--- src/rtl/core_bus_arbiter_pkg.sv ---
// core_bus_arbiter_pkg
//   Shared types for the core bus arbiter: the instruction and data bus
//   request/response structs, the single-beat memory channel structs, the
//   arbiter state encoding, and the helpers that format a master request
//   into a memory request.
package core_bus_arbiter_pkg;

  typedef logic [63:0] u64;
  typedef logic [31:0] u32;
  typedef logic [2:0]  msize_t;
  typedef logic [7:0]  strobe_t;

  // Access size encodes log2 of the byte count.
  localparam msize_t MSIZE1 = 3'b000;
  localparam msize_t MSIZE2 = 3'b001;
  localparam msize_t MSIZE4 = 3'b010;
  localparam msize_t MSIZE8 = 3'b011;

  typedef struct packed {
    logic valid;
    u64   addr;
  } ibus_req_t;

  typedef struct packed {
    logic addr_ok;
    logic data_ok;
    u32   data;
  } ibus_resp_t;

  typedef struct packed {
    logic    valid;
    u64      addr;
    msize_t  size;
    strobe_t strobe;   // all-zero strobe marks a read
    u64      data;
  } dbus_req_t;

  typedef struct packed {
    logic addr_ok;
    logic data_ok;
    u64   data;
  } dbus_resp_t;

  typedef struct packed {
    logic    valid;
    logic    write;
    u64      addr;
    msize_t  size;
    strobe_t strobe;
    u64      data;
  } mem_req_t;

  typedef struct packed {
    logic ready;   // one-cycle completion pulse
    u64   data;
  } mem_resp_t;

  typedef enum logic [1:0] {
    IDLE,
    BUSY,
    RESP
  } arb_state_t;

  // Instruction fetches are always 4-byte reads.
  function automatic mem_req_t ibus_to_mreq(input ibus_req_t req);
    mem_req_t m;
    m        = '0;
    m.valid  = 1'b1;
    m.write  = 1'b0;
    m.addr   = req.addr;
    m.size   = MSIZE4;
    m.strobe = '0;
    m.data   = '0;
    return m;
  endfunction

  function automatic mem_req_t dbus_to_mreq(input dbus_req_t req);
    mem_req_t m;
    m        = '0;
    m.valid  = 1'b1;
    m.write  = |req.strobe;
    m.addr   = req.addr;
    m.size   = req.size;
    m.strobe = req.strobe;
    m.data   = req.data;
    return m;
  endfunction

endpackage

--- src/rtl/core_bus_arbiter.sv ---
// core_bus_arbiter
//   Serialises the core's instruction-fetch bus and data bus onto a single
//   single-beat memory channel. One transaction is outstanding at a time;
//   ties are broken round-robin (data side wins the first tie after reset).
//   Responses come back as a registered one-cycle addr_ok/data_ok pulse to
//   the granted master only.
//
// Ports
//   clk    in   core clock
//   reset  in   synchronous, active-high reset
//   ireq   in   fetch request  (valid, addr)
//   iresp  out  fetch response (addr_ok, data_ok, 32-bit data)
//   dreq   in   data request   (valid, addr, size, strobe, data)
//   dresp  out  data response  (addr_ok, data_ok, 64-bit data)
//   mreq   out  memory request (valid, write, addr, size, strobe, data)
//   mresp  in   memory response (ready pulse, data)
module core_bus_arbiter
  import core_bus_arbiter_pkg::*;
(
  input  logic       clk,
  input  logic       reset,
  input  ibus_req_t  ireq,
  output ibus_resp_t iresp,
  input  dbus_req_t  dreq,
  output dbus_resp_t dresp,
  output mem_req_t   mreq,
  input  mem_resp_t  mresp
);

  arb_state_t r_state;
  arb_state_t w_state_nxt;
  logic       r_last_d;
  logic       w_last_d_nxt;
  logic       r_abort;
  logic       w_abort_nxt;
  logic       r_grant_d;
  logic       w_grant_d_nxt;
  mem_req_t   r_req;
  mem_req_t   w_req_nxt;
  u64         r_rdata;
  u64         w_rdata_nxt;
  logic       w_grant_valid;
  logic       w_pick_d;

  always_ff @(posedge clk) begin
    if (reset) begin
      r_state   <= IDLE;
      r_last_d  <= 1'b0;
      r_abort   <= 1'b0;
      r_grant_d <= 1'b0;
      r_req     <= '0;
      r_rdata   <= '0;
    end else begin
      r_state   <= w_state_nxt;
      r_last_d  <= w_last_d_nxt;
      r_abort   <= w_abort_nxt;
      r_grant_d <= w_grant_d_nxt;
      r_req     <= w_req_nxt;
      r_rdata   <= w_rdata_nxt;
    end
  end

  always_comb begin
    w_state_nxt   = r_state;
    w_last_d_nxt  = r_last_d;
    w_abort_nxt   = r_abort;
    w_grant_d_nxt = r_grant_d;
    w_req_nxt     = r_req;
    w_rdata_nxt   = r_rdata;
    w_grant_valid = r_grant_d ? dreq.valid : ireq.valid;
    // D wins when it is alone, or on a tie when I was granted last.
    w_pick_d      = dreq.valid && (!ireq.valid || !r_last_d);

    unique case (r_state)
      IDLE: begin
        if (w_pick_d) begin
          w_grant_d_nxt = 1'b1;
          w_last_d_nxt  = 1'b1;
          w_abort_nxt   = 1'b0;
          w_req_nxt     = dbus_to_mreq(dreq);
          w_state_nxt   = BUSY;
        end else if (ireq.valid) begin
          w_grant_d_nxt = 1'b0;
          w_last_d_nxt  = 1'b0;
          w_abort_nxt   = 1'b0;
          w_req_nxt     = ibus_to_mreq(ireq);
          w_state_nxt   = BUSY;
        end
      end
      BUSY: begin
        if (!w_grant_valid) begin
          w_abort_nxt = 1'b1;
        end
        if (mresp.ready) begin
          w_rdata_nxt = mresp.data;
          // A master that withdraws in the completion cycle itself is
          // treated as aborted too, so it never sees a stray response.
          if (r_abort || !w_grant_valid) begin
            w_abort_nxt = 1'b0;
            w_state_nxt = IDLE;
          end else begin
            w_state_nxt = RESP;
          end
        end
      end
      RESP: begin
        w_abort_nxt = 1'b0;
        w_state_nxt = IDLE;
      end
      default: begin
        w_state_nxt = IDLE;
      end
    endcase
  end

  // Outputs decode from state and registers only; nothing combinational
  // from the master or memory inputs reaches them.
  always_comb begin
    mreq  = '0;
    iresp = '0;
    dresp = '0;
    if (r_state == BUSY) begin
      mreq = r_req;
    end
    if (r_state == RESP) begin
      if (r_grant_d) begin
        dresp.addr_ok = 1'b1;
        dresp.data_ok = 1'b1;
        dresp.data    = r_rdata;
      end else begin
        iresp.addr_ok = 1'b1;
        iresp.data_ok = 1'b1;
        iresp.data    = r_rdata[31:0];
      end
    end
  end

endmodule

--- config.mk ---
export PLATFORM = sky130hd
export DESIGN_NAME = core_bus_arbiter
export DESIGN_NICKNAME = d
export VERILOG_FILES = /design/src/rtl/core_bus_arbiter_pkg.sv /design/src/rtl/core_bus_arbiter.sv
export SDC_FILE = /design/constraint.sdc
export NUM_CORES = 1
export LEC_CHECK = 0
export CAP_MARGIN = 5
export CORE_AREA = 2 2 197 199
export DETAILED_ROUTE_END_ITERATION = 12
export DIE_AREA = 0 0 199 201
export GPL_TIMING_DRIVEN = 0
export MAX_ROUTING_LAYER = met4
export RECOVER_POWER = 50
export SLEW_MARGIN = 40
export SYNTH_ARGS = -nofsm -noshare
export SYNTH_HDL_FRONTEND = slang
export SYNTH_SLANG_ARGS = --single-unit
--- constraint.sdc ---
create_clock -name clk -period 2.68 [get_ports clk]
set_input_delay 0.268 -clock clk [delete_from_list [all_inputs] [get_ports clk]]
set_output_delay 0.268 -clock clk [all_outputs]
set_load 0.01 [all_outputs]
==> flow_summary_export.csv <==
group,metric,value,unit
status,status,"finished, final reports clean",
global_route,grtUsageTotal,0.202,
clock_tree,cts_hold_buffers,0,
synth,postSynthCellCount,1108,
pwr,peakVddDrop,0.460,mV
clock_tree,cts_made_buffers,26,
placement,dp_hpwl,31900,um
synth,ys.warnings.count,0,
floorplan,start_util,0.249,
pwr,power.total,0.00885,W
synth,synth-main-ff-cell,"dfxtp_1",
clock_tree,numClockSinks,209,
synth,synth.avg_cell_area,8.58,um^2
route,wl_met1,15800,um
hold_path,hold_depth,3,
worst_setup_path,critPathMaxFanout,10,
timing,fin_crit,2560,ps
pwr,clockPowerShare,0.433,
timing,finalSetupViolations,0,
worst_setup_path,crit_path_frequent_cell,"clkbuf_8",
worst_setup_path,endpoint_kind,"primary output",
pwr,power.net_switching,0.00231,W
timing,fin_tns_setup,0,ps
clock_tree,cts.clk_slew.worst_paths,60,ps
placement,place_area,15300,um^2
global_route,grt_max_degree,15,
worst_setup_path,path_class,"register to primary output",
placement,portBuffers,511,
clock_tree,cts_tree,"built",
global_route,grt_first_pass_wirelength,59800,um
pwr,seq_power_share,0.391,
floorplan,die_h,201,um
final_layout,final_cell_mix,"453 x clkdlybuf4s50_1, 259 x nand2_1, 236 x and2_1, 206 x dfxtp_1, 131 x a21oi_1",
timing,final_hold_viol_count,0,
synth,synth_edf_count,0,
floorplan,core,38100,um^2
worst_setup_path,rr_worst_depth,5,
run,cap_viol_max_count,0,
hold_path,hold_class,"primary input to register",
synth,ys_seq_area_frac,0.440,
timing,slew_headroom,0.477,
route,vias,9884,
clock_tree,clock_path_buffers,3,
pwr,leakage,6.57,nW
synth,synthDistinctLibCells,31,
timing,period_share,0.956,
worst_setup_path,critPathTopFamily,"buffers and inverters",
final_layout,nets,1921,
synth,ys_seq_elements,209,
pwr,p_int,0.00654,W
final_layout,mostFrequentLayoutCell,"clkdlybuf4s50_1",
global_route,grt_overflow,0,
pwr,combPwrFrac,0.176,
timing,fmax,390,MHz
pwr,swShare,0.261,
route,dr_wl_met3,3410,um
timing,rsz0062_at_grt,"no",
route,topRoutingLayerUsed,"met4",
worst_setup_path,critPathRequiredTime,2410,ps
route,wl_per_cell,18.6,um
synth,synth_area,9500,um^2
floorplan,io_pins,513,
route,drt-initial-drc-count,322,
route,drc,0,
pwr,p_per_area,548,nW/um^2
floorplan,die_area,40000,um^2
clock_tree,root_buffer,"clkbuf_16",
placement,placed_cells,2137,
final_layout,layout.cells.non_filler,2190,
worst_setup_path,arrival,2290,ps
placement,pre_cts_ws,-45.7,ps
worst_setup_path,crit_chain,"nor2b_2, clkbuf_8, buf_8, clkbuf_8, and2_1, clkdlybuf4s50_1",
timing,drv_slew,0,
synth,synthesis.nets,1380,
worst_setup_path,max_stage_delay,540,ps
worst_setup_path,worst-path-buf-inv,4,
route,vias_per_cell,4.51,
timing,worst_clock_skew,25.0,ps
global_route,antenna_found_initial,5,
worst_setup_path,slowest_stage,"clkdlybuf4s50_1",
floorplan,dieWidth,199,um
timing,worstMarginPinSlew,785,ps
final_layout,final_area,16200,um^2
worst_setup_path,cp-start-kind,"register",
timing,final.setup.worst_slack,117,ps
final_layout,drive_gt1_frac,0.0840,
worst_setup_path,cp.depth,6,
route,wl_met2,20600,um
route,drtPass1Iterations,5,
final_layout,area_growth,69.9,%
clock_tree,htreeDepth,1,
route,routed_wl,40600,um
global_route,grt_pass1_vias,9948,
floorplan,rows,72,
route,ant_nets,0,
clock_tree,clk_latency,570,ps
synth,ys_async_sr_fraction,0,
placement,gp_congestion,0.845,
==> stage by stage <==
step / utilization / hold slack [ps]
after floorplan: - / 401
after global routing: 0.424 / 213
after global placement: 0.401 / 407
after CTS: 0.427 / 216
final: 0.424 / 229
after detailed placement: 0.401 / 416
==> worst min-delay path, stage by stage <==
cell,delay [ps]
buf_2,190
inv_1,150
o21a_1,130
==> synthesized netlist by cell type, types with 2 or more instances <==
cell	n	area, um^2
nand2_1	259	972
buf_6	5	56.3
and3b_1	2	17.5
buf_2	45	225
a311oi_2	40	601
buf_4	11	82.6
a21bo_2	2	20.0
a21oi_1	131	656
nor4_1	3	18.8
clkbuf_2	10	50.1
a311oi_1	24	210
and2_1	237	1480
clkbuf_1	38	143
a22o_1	75	657
dfxtp_1	209	4180
nand3b_1	2	15.0
==> repair_timing <==
action | 4_1_cts | 5_1_grt
buffers inserted | 1 | 1
endpoints found under the setup margin | 223 | 134
gates cloned | 0 | 0
resized for setup | 69 | 45
==> sequential cells by signal, summed over array words and instances (netlist names) <==
name and flops:
r_abort 1, r_state 2, r_req 141, r_grant_d 1, r_rdata 64
==> per-layer routing <==
| metal | up-vias | global-route usage |
|---|---|---|
| li1 | 4852 | - |
| met1 | 4618 | 0.218 |
| met2 | 364 | 0.360 |
| met3 | 50 | 0.0559 |
| met4 | 0 | 0.0552 |
| met5 | - | - |
==> worst paths after layout <==
check | startpoint | endpoint | slack, ps
max | r_state[0]$_SDFFE_PP0P_ | mreq[132] | 120
min reg2reg | r_abort$_SDFFE_PP0P_ | r_state[1]$_SDFFE_PP0P_ | 420
max reg2reg | r_state[1]$_SDFFE_PP0P_ | r_req[104]$_SDFFE_PP0P_ | 320
min | reset | r_req[140]$_SDFFE_PP0P_ | 230
==> power groups by stage <==
stage / Clock (W) / Sequential [W] / Combinational [W]
finish: 0.00383 / 0.00346 / 0.00155
detailed placement: 0 / 0.00352 / 0.00163
global route: 0.00407 / 0.00349 / 0.00170
global placement: 0 / 0.00352 / 0.00162
floorplan: 0 / 0.00348 / 0.000790
CTS: 0.00391 / 0.00346 / 0.00164
==> cell families after synthesis <==
group / share of synthesized area
AND/OR/NAND/NOR: 0.270
buffers and inverters: 0.0590
AO/OA/AOI/OAI: 0.230
flip-flops: 0.440
multiplexers: 0.00105
==> layout make-up <==
type	instances	area [um^2]
fillers	3909	22000
repair buffers	513	5130
flip-flops and latches	209	4200
diodes	5	12.5
inverters	1	3.75
clock buffers	35	724
clock inverters	11	211
multi-input cells	789	4620
well taps	518	648
plain buffers	109	613
Note: power is estimated with default switching activity, not from simulation.
